**config.mk**
```make
export PLATFORM = sky130hd
export DESIGN_NAME = apb_master
export DESIGN_NICKNAME = d
export VERILOG_FILES = /design/src/rtl/apb_pkg.sv /design/src/rtl/apb_master.sv
export SDC_FILE = /design/constraint.sdc
export NUM_CORES = 1
export LEC_CHECK = 0
export CAP_MARGIN = 0
export CORE_ASPECT_RATIO = 0.7
export CORE_UTILIZATION = 41
export CTS_BUF_LIST = sky130_fd_sc_hd__clkbuf_4
export DETAILED_ROUTE_END_ITERATION = 8
export PLACE_DENSITY = 0.79
export SLEW_MARGIN = 20
export SYNTH_ARGS = -nofsm -noshare
export SYNTH_HDL_FRONTEND = slang
export SYNTH_SLANG_ARGS = --single-unit
```
**constraint.sdc**
```tcl
create_clock -name PCLK -period 2 [get_ports PCLK]
set_input_delay 0.2 -clock PCLK [delete_from_list [all_inputs] [get_ports PCLK]]
set_output_delay 0.2 -clock PCLK [all_outputs]
set_load 0.03 [all_outputs]
```
**src/rtl/apb_pkg.sv**
```systemverilog
// Shared APB types and constants used by the requester and its completers.
package apb_pkg;

    localparam int APB_ADDR_W          = 32;
    localparam int APB_DATA_W          = 32;
    localparam int APB_TIMEOUT_DEFAULT = 16;

    typedef logic [APB_ADDR_W-1:0] addr_t;
    typedef logic [APB_DATA_W-1:0] data_t;

    typedef enum logic [1:0] {
        IDLE   = 2'd0,
        SETUP  = 2'd1,
        ACCESS = 2'd2
    } apb_state_t;

endpackage

```
**src/rtl/apb_master.sv**
```systemverilog
// Single-channel APB requester: valid/ready command in, SETUP/ACCESS transfer out, rdata/err response back.
// Latency: accept -> SETUP -> ACCESS (+1 per wait state) -> response registered on the PREADY edge.
// Backpressure: no command accepted while a response is pending unless it is consumed that edge.
// Optional watchdog abort of hung transfers under APB_MASTER_TIMEOUT_EN.
module apb_master
    import apb_pkg::*;
#(
    parameter int ADDR_WIDTH     = 32,
    parameter int DATA_WIDTH     = 32,
    parameter int TIMEOUT_CYCLES = APB_TIMEOUT_DEFAULT
) (
    input  logic                  PCLK,
    input  logic                  PRESETn,

    input  logic                  cmd_valid,
    output logic                  cmd_ready,
    input  logic                  cmd_write,
    input  logic [ADDR_WIDTH-1:0] cmd_addr,
    input  logic [DATA_WIDTH-1:0] cmd_wdata,

    output logic                  rsp_valid,
    input  logic                  rsp_ready,
    output logic [DATA_WIDTH-1:0] rsp_rdata,
    output logic                  rsp_err,

    output logic                  PSEL,
    output logic                  PENABLE,
    output logic                  PWRITE,
    output logic [ADDR_WIDTH-1:0] PADDR,
    output logic [DATA_WIDTH-1:0] PWDATA,
    input  logic                  PREADY,
    input  logic                  PSLVERR,
    input  logic [DATA_WIDTH-1:0] PRDATA
);

    apb_state_t state;
    logic       complete;
    logic       accept;
    logic       abort;

    assign complete  = (state == ACCESS) && PREADY;
    assign cmd_ready = ((state == IDLE) || complete) && (!rsp_valid || rsp_ready);
    assign accept    = cmd_valid && cmd_ready;

`ifdef APB_MASTER_TIMEOUT_EN
    localparam int CNT_W = $clog2(TIMEOUT_CYCLES + 1);

    logic [CNT_W-1:0] wait_cnt;

    // Abort on the edge that would bring the wait count up to TIMEOUT_CYCLES.
    assign abort = (state == ACCESS) && !PREADY && (wait_cnt == CNT_W'(TIMEOUT_CYCLES - 1));

    always_ff @(posedge PCLK or negedge PRESETn) begin
        if (!PRESETn) begin
            wait_cnt <= '0;
        end else if (state == SETUP) begin
            wait_cnt <= '0;
        end else if ((state == ACCESS) && !PREADY) begin
            wait_cnt <= wait_cnt + 1'b1;
        end
    end
`else
    // Watchdog compiled out: the comparison is constant false and keeps the parameter referenced.
    assign abort = (TIMEOUT_CYCLES < 0);
`endif

    always_ff @(posedge PCLK or negedge PRESETn) begin
        if (!PRESETn) begin
            state     <= IDLE;
            PSEL      <= 1'b0;
            PENABLE   <= 1'b0;
            PWRITE    <= 1'b0;
            PADDR     <= '0;
            PWDATA    <= '0;
            rsp_valid <= 1'b0;
            rsp_rdata <= '0;
            rsp_err   <= 1'b0;
        end else begin
            if (rsp_valid && rsp_ready) begin
                rsp_valid <= 1'b0;
            end
            case (state)
                IDLE: begin
                    if (accept) begin
                        PWRITE  <= cmd_write;
                        PADDR   <= cmd_addr;
                        PWDATA  <= cmd_wdata;
                        PSEL    <= 1'b1;
                        PENABLE <= 1'b0;
                        state   <= SETUP;
                    end
                end
                SETUP: begin
                    PENABLE <= 1'b1;
                    state   <= ACCESS;
                end
                ACCESS: begin
                    if (PREADY) begin
                        rsp_valid <= 1'b1;
                        rsp_rdata <= PWRITE ? '0 : PRDATA;
                        rsp_err   <= PSLVERR;
                        if (accept) begin
                            // Back-to-back: PSEL stays high straight into the next SETUP.
                            PWRITE  <= cmd_write;
                            PADDR   <= cmd_addr;
                            PWDATA  <= cmd_wdata;
                            PENABLE <= 1'b0;
                            state   <= SETUP;
                        end else begin
                            PSEL    <= 1'b0;
                            PENABLE <= 1'b0;
                            state   <= IDLE;
                        end
                    end else if (abort) begin
                        rsp_valid <= 1'b1;
                        rsp_rdata <= '0;
                        rsp_err   <= 1'b1;
                        PSEL      <= 1'b0;
                        PENABLE   <= 1'b0;
                        state     <= IDLE;
                    end
                end
                default: begin
                    PSEL    <= 1'b0;
                    PENABLE <= 1'b0;
                    state   <= IDLE;
                end
            endcase
        end
    end

endmodule

```
==> results of run 1 <==
-- state kept, by name, indices dropped and copies added (netlist names) --
register and count:
PENABLE 1, PWDATA 32, rsp_err 1, rsp_rdata 32, state 1, PSEL 1, PWRITE 1, rsp_valid 1
PADDR 32
-- cells in the mapped netlist --
cell and count:
sky130_fd_sc_hd__a31oi_1 1, sky130_fd_sc_hd__nor2b_4 1, sky130_fd_sc_hd__buf_4 1, sky130_fd_sc_hd__nor4b_4 1, sky130_fd_sc_hd__nand2_1 34, sky130_fd_sc_hd__clkbuf_1 8
sky130_fd_sc_hd__inv_1 2, sky130_fd_sc_hd__buf_2 3, sky130_fd_sc_hd__nor3_1 1, sky130_fd_sc_hd__mux2_2 27, sky130_fd_sc_hd__mux2_1 39, sky130_fd_sc_hd__a21boi_0 1
sky130_fd_sc_hd__nor2b_1 1, sky130_fd_sc_hd__o32ai_1 1, sky130_fd_sc_hd__o21ai_0 33, sky130_fd_sc_hd__buf_6 4, sky130_fd_sc_hd__dfrtp_1 102, sky130_fd_sc_hd__nand3b_1 1
sky130_fd_sc_hd__nand2b_1 33, sky130_fd_sc_hd__buf_1 1
-- critical path, delay by kind of cell (launching register included) --
kind / cells / cell delay, ns
buffers and inverters: 1 / 0.43
DFF: 1 / 0.45
and+or+nand+nor: 2 / 0.31
-- per-stage QoR --
step / hold WS, ns / TNS, ns
floorplan: -0.09559 / 0
global placement: 0.2315 / 0
detailed placement: 0.2383 / -0.7581
CTS: 0.2631 / 0
global route: 0.2654 / 0
finish: 0.2880 / 0
-- where the power goes --
part	switching (W)	leakage [nW]	internal [W]
clock	0.000675	0.0861	0.000512
sequential	0.000481	1.24	0.00300
combinational	0.00308	1.32	0.00252
total	0.00424	2.64	0.00603
-- layout by cell type, fill, tap and decap left out --
| master | n |
|---|---|
| sky130_fd_sc_hd__nor2b_4 | 1 |
| sky130_fd_sc_hd__buf_4 | 4 |
| sky130_fd_sc_hd__dfrtp_1 | 102 |
| sky130_fd_sc_hd__mux2_2 | 27 |
| sky130_fd_sc_hd__a31oi_1 | 1 |
| sky130_fd_sc_hd__clkdlybuf4s50_1 | 202 |
| sky130_fd_sc_hd__nand2b_1 | 33 |
| sky130_fd_sc_hd__clkbuf_4 | 9 |
| sky130_fd_sc_hd__o21ai_0 | 33 |
| sky130_fd_sc_hd__nor3_1 | 1 |
| sky130_fd_sc_hd__inv_1 | 2 |
| sky130_fd_sc_hd__bufinv_16 | 2 |
| sky130_fd_sc_hd__clkinvlp_4 | 1 |
| sky130_fd_sc_hd__dlygate4sd2_1 | 1 |
| sky130_fd_sc_hd__a21boi_0 | 1 |
| sky130_fd_sc_hd__nor4b_4 | 1 |
| sky130_fd_sc_hd__dlygate4sd3_1 | 1 |
| sky130_fd_sc_hd__nand2_1 | 34 |
| sky130_fd_sc_hd__buf_12 | 3 |
| sky130_fd_sc_hd__clkinv_4 | 3 |
| sky130_fd_sc_hd__nor2b_1 | 1 |
| sky130_fd_sc_hd__clkinv_2 | 1 |
| sky130_fd_sc_hd__o32ai_1 | 1 |
| sky130_fd_sc_hd__nand3b_1 | 1 |
| sky130_fd_sc_hd__mux2_1 | 39 |
-- what timing repair did --
action / CTS / global route
gates resized for setup: 1 / 0
hold buffers: 1 / 0
endpoints found under the setup margin: 1 / 0
endpoints found under the hold margin: 41 / 0
-- worst min-delay path by stage --
stage	endpoint	startpoint	cells past startpoint	slack (ns)
2_1_floorplan	PADDR[0]	PRESETn	0	-0.1
3_3_place_gp	PWDATA[28]	PRESETn	1	0.23
3_5_place_dp	PWDATA[28]	PRESETn	1	0.24
4_1_cts	rsp_rdata[4]	PRDATA[4]	3	0.26
5_1_grt	rsp_rdata[5]	PRDATA[5]	3	0.27
6_report	PWDATA[24]	PRESETn	2	0.29
-- final cells by class --
| class | count | area [sq um] |
|---|---|---|
| fill | 694 | 2919 |
| sequential | 102 | 2552 |
| timing repair buffer | 211 | 2131 |
| multi-input combinational | 174 | 1321 |
| tap | 124 | 155.1 |
| clock inverter | 7 | 98.84 |
| clock buffer | 9 | 67.56 |
| inverter | 2 | 7.507 |
-- cells by family after synthesis --
kind of cell	after synthesis	share of synthesized area [%]
AOI/OAI and AO/OA	36	4.713
muxes	66	18.66
and+or+nand+nor	72	9.802
buffers and inverters	19	2.733
DFF	102	64.09
-- routing by layer --
| metal | GRT usage (%) | up-vias | routed length [um] |
|---|---|---|---|
| li1 | - | 1406 | - |
| met1 | 24.34 | 1391 | 3968 |
| met2 | 32.90 | 130 | 4601 |
| met3 | 8.220 | 17 | 868 |
| met4 | 7.045 | 0 | 203 |
| met5 | 0 | - | 0 |
==> run metrics, run 1 <==
number of standard cells in the layout, taps in and fillers out about 630; setup slack of the most critical reg-to-reg path between 0.2 and 0.25 ns; clock-pin slew of the registers on the worst-case setup and hold paths 0.15 ns; Die Y ~84 um; Pwr per Cell Area around 1600 nW/um^2; antenna-violating nets left 0; peak ir drop on the vdd network approximately 1200 uV; final wirelength 9641 um; netlist area before placement around 4000 sq um; worst-margin pin slew ~0.58 ns; fmax approximately 550 MHz; sink count of the clock tree around 100; outcome finished, final reports clean; share of the core filled with cells in the final layout 68.45%; synthesis-to-layout area growth 59.03%; pre-CTS WS -0.05374 ns; DR pass1 iterations 4; synthesis warning total 0; number of distinct standard cells referenced by the synthesized netlist 20; static leakage around 2.6 nW; half-perimeter wire length after placement 7175 um; number of standard cells after synthesis around 300; drt initial violations approximately 70; average wire per cell in the routed design roughly 15 um; Die X-Extent 119.8 um; Post-Place Cells 612; Syn Nets just under 400; setup bufs post-CTS 0; global route total overflow 0; worst reg2reg startpoint PENABLE; Final Total Pwr between 0.01 and 0.015 W; Final Max Tran Viols 0; largest cells by area after synthesis sky130_fd_sc_hd__dfrtp_1 (64%), sky130_fd_sc_hd__mux2_1 (11%), sky130_fd_sc_hd__mux2_2 (7.6%); final number of hold-violating endpoints 0; Worst setup EP type output pin; post-placement cell area 6158 sq um; flip-flop and latch count after synthesis approximately 100; share of cells above drive strength 1 approximately a tenth; Core Footprint a little over 9000 sq um; CP Class reg -> out; wire length of the first global-routing pass approximately 16000 um; proportion of synthesized chip area in sequential cells 64.09%; weighted congestion reported at the end of routability-driven placement approximately 0.78; cell accounting for the most synthesized area sky130_fd_sc_hd__dfrtp_1; vias in the first global route about 3200; CP peak stage delay 0.45 ns; Hold WC Path Type in -> async; total via count in the routed design ~2900; worst-path cell chain nor2b_4 -> nor3_1 -> dlygate4sd2_1; CTS tree yes; clock tree buffer depth 2; clock buffers created by TritonCTS 9; Clk Tree Root Cell sky130_fd_sc_hd__clkbuf_4; skew final slightly below 0.01 ns; combined global-route utilization of all metal layers approximately a fifth; Rows 29; maxcap violations 0; Max stage delay cell, worst path sky130_fd_sc_hd__dfrtp_1; number of design rule violations left after detail routing 0; end of the worst register-to-register path PWDATA[20]; initial antenna violation count 0; IO Pins between 200 and 250; largest driver fanout on the critical path 5; Mapped Avg Cell Area between 10 and 15 sq um; launch point of the worst path PENABLE; post-route cell area roughly 6300 sq um; share of the synthesized area in the top cell type approximately 64%; routed via count divided by cell count between 4 and 5; required time worst endpoint roughly 1.8 ns; NumNets Final around 600; tightest slew margin relative to the limit 61.65%; worst reg2reg path depth 4; initial core utilization 43.04%; final worst path period share between 90 and 100%; RSZ-0062 raised after global routing false; H-tree depth 3; critical path arrival 1.63 ns; final critical path time including I/O delays and setup around 1.8 ns; worst setup slack after layout 0.1728 ns; final number of setup-violating endpoints 0; maximum number of pins on one net before global-route repair 67; # diodes 0; IO Port Bufs slightly above 200; Worst Setup Start Kind flip-flop; die area around 10000 sq um; CP Capture Point cmd_ready; worst-skew pair later-pin latency approximately 0.44 ns
Power figures use the tool's default switching activity.
==> inputs of run 2 (changes only) <==
--- a/config.mk
+++ b/config.mk
@@ -11,6 +11,7 @@
 export CTS_BUF_LIST = sky130_fd_sc_hd__clkbuf_4
 export DETAILED_ROUTE_END_ITERATION = 8
 export PLACE_DENSITY = 0.79
+export SKIP_CTS_REPAIR_TIMING = 1
 export SLEW_MARGIN = 20
 export SYNTH_ARGS = -nofsm -noshare
 export SYNTH_HDL_FRONTEND = slang
==> run 2 against run 1 <==
Sequential power about the same; combinational power about the same; setup slack improved by 0.045 ns; global-route usage decreased by 0.060 points; core utilization about the same; sequential share of layout area about the same; worst hold slack got worse by 0.0048 ns; wire length increased by 0.21%; clock-buffer cell count unchanged; fmax increased by 2.5%; critical path depth decreased by 2; first-iteration DRC count decreased by 8.5%; critical path type unchanged.
==> run metrics, run 2 (synthesis gave the netlist of run 1 again) <==
worst-skew pair later-pin latency 0.44 ns (about the same); required time worst endpoint 1.80 ns (about the same); RSZ-0062 raised after global routing false; NumNets Final 603 (unchanged); Hold WC Path Type in -> async; CP Capture Point PENABLE; total via count in the routed design 2956 (+0.41%); final number of hold-violating endpoints 0 (unchanged); initial core utilization 43.04% (unchanged); clock buffers created by TritonCTS 9 (unchanged); Max stage delay cell, worst path sky130_fd_sc_hd__clkdlybuf4s50_1; most frequent standard cell in the layout excluding fill and tap cells sky130_fd_sc_hd__clkdlybuf4s50_1; Worst Setup Start Kind flip-flop; worst reg2reg path depth 4 (unchanged); worst reg2reg startpoint PENABLE; number of design rule violations left after detail routing 0 (unchanged); Die X-Extent 119.8 um (unchanged); category of cells accounting for the largest share of critical-path delay buffers and inverters; global route total overflow 0 (unchanged); largest driver fanout on the critical path 5 (unchanged); wire length of the first global-routing pass 15690 um (-0.27%); launch point of the worst path PENABLE; area occupied by registers 2552 sq um (unchanged); Crit. path cell count 1 (-2); DR pass1 iterations 4 (unchanged); synthesis-to-layout area growth 59.13% (about the same); worst-path cell chain clkdlybuf4s50_1; peak ir drop on the vdd network 1190 uV (about the same); maxcap violations 0 (unchanged); H-tree depth 3 (unchanged); share of cells above drive strength 1 10.30% (unchanged); IO Port Bufs 204 (unchanged); combined global-route utilization of all metal layers 20.14% (-0.060 points); Rows 29 (unchanged); commonest cells after routing, fill and taps aside sky130_fd_sc_hd__clkdlybuf4s50_1 (202), sky130_fd_sc_hd__dfrtp_1 (102), sky130_fd_sc_hd__mux2_1 (39); setup slack of the most critical reg-to-reg path 0.22 ns (about the same); worst-margin pin slew 0.5744 ns (-0.0007555 ns); maximum number of pins on one net before global-route repair 67 (unchanged); post-route cell area 6337 sq um (about the same); number of standard cells in the layout, taps in and fillers out 629 (unchanged); multi-input logic area 1321 sq um (unchanged); Post-Place Cells 612 (unchanged); CP peak stage delay 0.71 ns (+0.26 ns); weighted congestion reported at the end of routability-driven placement 0.7808 (unchanged); clock tree buffer depth 2 (unchanged); routed via count divided by cell count 4.700 (+0.41%); biggest regs PADDR x32, PWDATA x32, rsp_rdata x32; static leakage 2.646 nW (+0.27%); filler instances 694 (unchanged); end of the worst register-to-register path PWDATA[20]; final worst path period share 89.14% (-2.2 points); final number of setup-violating endpoints 0 (unchanged); initial antenna violation count 0 (unchanged); sink count of the clock tree 102 (unchanged); # diodes 0 (unchanged); Worst setup EP type output pin; critical path arrival 1.58 ns (-0.05 ns); IO Pins 205 (unchanged); post-placement cell area 6158 sq um (unchanged); Die Y 84.46 um (unchanged); vias in the first global route 3166 (-0.35%); Pwr per Cell Area 1621 nW/um^2 (about the same); WP buf/inv 1 (unchanged); die area 10120 sq um (unchanged); CTS tree yes; antenna-violating nets left 0 (unchanged); Final Total Pwr 0.01028 W (about the same); Final Max Tran Viols 0 (unchanged); share of the core filled with cells in the final layout 68.49% (about the same); drt initial violations 65 (-8.5%); final wirelength 9661 um (+0.21%); CP Class reg -> out; outcome finished, final reports clean; skew final 0.008980 ns (-0.0007538 ns); Core Footprint 9253 sq um (unchanged); Fin Setup TNS 0 ns (unchanged); final critical path time including I/O delays and setup 1.783 ns (-0.04453 ns); average wire per cell in the routed design 15.36 um (+0.21%); tightest slew margin relative to the limit 61.70% (about the same); half-perimeter wire length after placement 7175 um (unchanged); Clk Tree Root Cell sky130_fd_sc_hd__clkbuf_4; fmax 560.9 MHz (+2.5%); clock-pin slew of the registers on the worst-case setup and hold paths 0.15 ns (about the same)
[run 2: cell types whose count changed in the layout (fill, tap and decap cells not counted)]
cell and delta:
sky130_fd_sc_hd__dlygate4sd2_1 -1, sky130_fd_sc_hd__dlymetal6s2s_1 +1
[run 2: power breakdown]
part / internal [W] / switching (W)
sequential: 0.00300 / 0.000480
combinational: 0.00253 / 0.00309
clock: 0.000512 / 0.000675
total: 0.00604 / 0.00424
[run 2: final cells by class]
| type | count | share of cell area (%) |
|---|---|---|
| timing repair buffer | 211 | 33.68 |
| inverter | 2 | 0.1185 |
| clock inverter | 7 | 1.560 |
| multi-input combinational | 174 | 20.85 |
| sequential | 102 | 40.28 |
| tap | 124 | 2.448 |
| clock buffer | 9 | 1.066 |
[run 2: worst min path at each step]
stage | from | to | slack (ns) | cells past startpoint
global route | PRDATA[5] | rsp_rdata[5] | 0.27 | 3
finish | PRESETn | PWDATA[24] | 0.28 | 2
CTS | PRESETn | PWDATA[28] | -0.28 | 1
global placement | PRESETn | PWDATA[28] | 0.23 | 1
detailed placement | PRESETn | PWDATA[28] | 0.24 | 1
floorplan | PRESETn | PADDR[0] | -0.1 | 0
[run 2: per-stage QoR]
stage | hold WS, ns | setup slack, ns
2_1_floorplan | -0.09559 | 0.2496
3_3_place_gp | 0.2315 | 0.03895
3_5_place_dp | 0.2383 | -0.05374
4_1_cts | -0.2813 | -0.1596
5_1_grt | 0.2654 | 0.1427
6_report | 0.2832 | 0.2173
[run 2: routing by layer]
metal  up-vias  routed length, um  share of wire (%)  track usage (%)
met3        17                869                9.0            8.288
li1       1407                  -                  -                -
met5         -                  0                  0                0
met4         0                203                2.1            7.045
met1      1402               3970                 41            24.30
met2       130               4619                 48            32.69
==> inputs of run 3 (changes only) <==
--- a/config.mk
+++ b/config.mk
@@ -7,10 +7,11 @@
 export LEC_CHECK = 0
 export CAP_MARGIN = 0
 export CORE_ASPECT_RATIO = 0.7
-export CORE_UTILIZATION = 41
+export CORE_UTILIZATION = 60
 export CTS_BUF_LIST = sky130_fd_sc_hd__clkbuf_4
 export DETAILED_ROUTE_END_ITERATION = 8
-export PLACE_DENSITY = 0.79
+export DONT_BUFFER_PORTS = 1
+export PLACE_DENSITY = 0.73
 export SKIP_CTS_REPAIR_TIMING = 1
 export SLEW_MARGIN = 20
 export SYNTH_ARGS = -nofsm -noshare
==> run 3 against run 2 <==
The flow now stops in 5_1_grt; area after synthesis is the same; synthesized cell count stayed put.
==> run metrics, run 3 <==
number of standard cells after synthesis 295 (unchanged); largest cells by area after synthesis sky130_fd_sc_hd__dfrtp_1 (64%), sky130_fd_sc_hd__mux2_1 (11%), sky130_fd_sc_hd__mux2_2 (7.6%); Rows 24 (-17%); number of flops mapped to enable cells by yosys 0 (unchanged); halt point of the flow 5_1_grt; IO Port Bufs 0 (-100%); share of the synthesized area in the top cell type 64.09% (unchanged); H-tree depth 3 (unchanged); Mapped Avg Cell Area 13.50 sq um (unchanged); clock tree buffer depth 2 (unchanged); flip-flop and latch count after synthesis 102 (unchanged); synthesis warning total 0 (unchanged); cell accounting for the most synthesized area sky130_fd_sc_hd__dfrtp_1; Clk Tree Root Cell sky130_fd_sc_hd__clkbuf_4; IO Pins 205 (unchanged); xor/xnor share of the synthesized area 0% (unchanged); number of distinct standard cells referenced by the synthesized netlist 20 (unchanged); sink count of the clock tree 102 (unchanged); Syn Nets 398 (unchanged); Main synth FF type sky130_fd_sc_hd__dfrtp_1; post-placement cell area 4064 sq um (-34%); dominant combinational cell family by area after synthesis multiplexers; maximum number of pins on one net before global-route repair between 100 and 150; synthesized-area fraction occupied by and/or/nand/nor cells 9.802% (unchanged); Log Error [ERROR RSZ-0060] Max buffer count reached.; most numerous cell in the Yosys netlist sky130_fd_sc_hd__dfrtp_1; share of synthesized area spent on multiplexers 18.66% (unchanged); Async SR Flop Fraction 100.0% (unchanged); Die X-Extent 99.38 um (-17%); Post-Place Cells 364 (-41%); Die Y 70.17 um (-17%); half-perimeter wire length after placement 5483 um (-24%); post-synthesis compound-gate area fraction 4.713% (unchanged); adder-cell share of the synthesized area 0% (unchanged); clock buffers created by TritonCTS 9 (unchanged); proportion of synthesized chip area in sequential cells 64.09% (unchanged); initial core utilization 63.15% (+20 points); weighted congestion reported at the end of routability-driven placement 0.7202 (-7.8%); cell types with the highest counts after synthesis sky130_fd_sc_hd__dfrtp_1 (102), sky130_fd_sc_hd__mux2_1 (39), sky130_fd_sc_hd__nand2_1 (34), sky130_fd_sc_hd__nand2b_1 (33), sky130_fd_sc_hd__o21ai_0 (33); netlist area before placement 3983 sq um (unchanged); outcome stopped before the end
==> run 3: cell counts after synthesis <==
Identical to the previous run, type by type.
==> run 3: per-stage QoR <==
stage / worst slack, ns / util [%]
3_3_place_gp: 0.3956 / 64.44
2_1_floorplan: 0.2496 / -
4_1_cts: 0.3145 / 66.63
3_5_place_dp: 0.3462 / 64.44
==> run 3: cells by family after synthesis <==
| family | count (synthesis) |
|---|---|
| compound gates | 36 |
| buf+inv | 19 |
| flops | 102 |
| mux | 66 |
| simple gates | 72 |
==> inputs of run 4 (changes only) <==
--- a/config.mk
+++ b/config.mk
@@ -6,12 +6,10 @@
 export NUM_CORES = 1
 export LEC_CHECK = 0
 export CAP_MARGIN = 0
-export CORE_ASPECT_RATIO = 0.7
-export CORE_UTILIZATION = 60
-export CTS_BUF_LIST = sky130_fd_sc_hd__clkbuf_4
+export CORE_UTILIZATION = 40
 export DETAILED_ROUTE_END_ITERATION = 8
 export DONT_BUFFER_PORTS = 1
-export PLACE_DENSITY = 0.73
+export PLACE_DENSITY_LB_ADDON = 0.15
 export SKIP_CTS_REPAIR_TIMING = 1
 export SLEW_MARGIN = 20
 export SYNTH_ARGS = -nofsm -noshare
==> run 4 against run 3 <==
The flow now finishes, with violations (hold timing).
==> run metrics, run 4 (synthesis gave the netlist of run 1 again) <==
tightest slew margin relative to the limit 69.76%; vias in the first global route between 2000 and 2500; share of the core filled with cells in the final layout 54.22%; global route total overflow 0; worst reg2reg path depth 4; combined global-route utilization of all metal layers between 10% and 20%; fmax about 590 MHz; Worst Setup Start Kind flip-flop; Hold WC Path Type in -> async; RSZ-0062 raised after global routing false; final wirelength just under 9000 um; H-tree depth 3 (unchanged); CTS tree yes; required time worst endpoint 2.24 ns; routed via count divided by cell count 4.749; share of cells above drive strength 1 13.49%; Die X-Extent 101.8 um (+2.4%); most frequent standard cell in the layout excluding fill and tap cells sky130_fd_sc_hd__dfrtp_1; synthesis-to-layout area growth 32.45%; Final Max Tran Viols 0; CP peak stage delay roughly 0.4 ns; initial core utilization 40.93% (-22 points); worst-margin pin slew roughly 0.45 ns; biggest regs PADDR x32, PWDATA x32, rsp_rdata x32; outcome finished, violations left; peak ir drop on the vdd network roughly 650 uV; final number of hold-violating endpoints between 100 and 150; Core Footprint between 9000 and 10000 sq um; worst reg2reg startpoint PENABLE; sink count of the clock tree 102 (unchanged); static leakage 2.264 nW; skew final roughly 0.010 ns; clock-pin slew of the registers on the worst-case setup and hold paths around 0.09 ns; filler instances 828; multi-input logic area approximately 1300 sq um; weighted congestion reported at the end of routability-driven placement 0.6905 (-4.1%); maxcap violations 0; setup slack of the most critical reg-to-reg path slightly below 0.3 ns; Max stage delay cell, worst path sky130_fd_sc_hd__dfrtp_1; NumNets Final just under 500; Rows 36 (+50%); final critical path time including I/O delays and setup ~1.7 ns; average wire per cell in the routed design 16.58 um; final number of setup-violating endpoints 0; clock tree buffer depth 2 (unchanged); failing checks hold timing; Worst setup EP type flip-flop; clock buffers created by TritonCTS 9 (unchanged); area occupied by registers 2552 sq um; Clk Tree Root Cell sky130_fd_sc_hd__clkbuf_8; final worst path period share between 80% and 90%; commonest cells after routing, fill and taps aside sky130_fd_sc_hd__dfrtp_1 (102), sky130_fd_sc_hd__dlygate4sd3_1 (91), sky130_fd_sc_hd__mux2_1 (39); CP Class reg -> reg; tightest hold margin -0.4668 ns; maximum number of pins on one net before global-route repair slightly above 100; initial antenna violation count 0; number of design rule violations left after detail routing 0; antenna-violating nets left 0; IO Port Bufs 0 (unchanged); wire length of the first global-routing pass between 10000 and 15000 um; critical path arrival slightly below 2 ns; total via count in the routed design between 2000 and 2500; Fin Setup TNS 0 ns; die area between 10000 and 15000 sq um; IO Pins 205 (unchanged); end of the worst register-to-register path PADDR[31]; worst-skew pair later-pin latency 0.36 ns; Die Y 101.8 um (+45%); Pwr per Cell Area 1632 nW/um^2; Final Total Pwr approximately 0.0086 W; # diodes 0; largest driver fanout on the critical path 39; drt initial violations 47; half-perimeter wire length after placement 5431 um (-0.94%); worst-path cell chain nor2b_4 -> nor4b_4 -> buf_12 -> mux2_2; DR pass1 iterations 5
==> run 4: worst max-delay path by stage <==
stage               startpoint  slack [ns]   endpoint  cells after the start
finish                 PENABLE        0.29  PADDR[31]                      4
global route           PENABLE        0.21  PADDR[19]                      4
CTS                    PENABLE        0.28  PADDR[31]                      4
detailed placement     PENABLE        0.31  PADDR[31]                      4
global placement       PENABLE        0.35  PWDATA[0]                      4
floorplan              PENABLE        0.25   PADDR[0]                      5
==> run 4: power by group <==
group | switching [W] | internal [W]
Sequential | 0.00259 | 0.00298
Combinational | 0.000707 | 0.000947
Clock | 0.000665 | 0.000712
==> run 4: layer usage <==
layer | wire length, um | track usage, % | part of all wire [%]
met1 | 3440 | 16.43 | 39
met2 | 4261 | 22.35 | 49
met3 | 905 | 7.591 | 10
met5 | 0 | 0 | 0
met4 | 112 | 7.023 | 1.3
==> run 4: layout make-up <==
class                      instances  area share [%]
multi-input combinational        174           25.05
inverter                           2          0.1423
clock inverter                     3          0.7590
tap                              133           3.155
timing repair buffer              99           19.12
sequential                       102           48.39
clock buffer                      13           3.392
==> run 4: critical path, delay by kind of cell, from the launching register on <==
kind                   cells  cell delay (ns)
flip-flops                 1             0.40
AND/OR/NAND/NOR            2             0.54
buffers and inverters      1             0.28
multiplexers               1             0.37
==> run 4: per-stage QoR <==
| step | setup slack, ns | hold slack [ns] | instances | instance area (sq um) |
|---|---|---|---|---|
| 5_1_grt | 0.2077 | -0.5087 | 526 | 5275 |
| 4_1_cts | 0.2817 | -0.5003 | 435 | 4364 |
| 3_3_place_gp | 0.3530 | -0.09337 | 419 | 4145 |
| 3_5_place_dp | 0.3055 | -0.09317 | 419 | 4145 |
| 6_report | 0.2946 | -0.4668 | 526 | 5275 |
| 2_1_floorplan | 0.2496 | -0.09559 | 295 | 3983 |
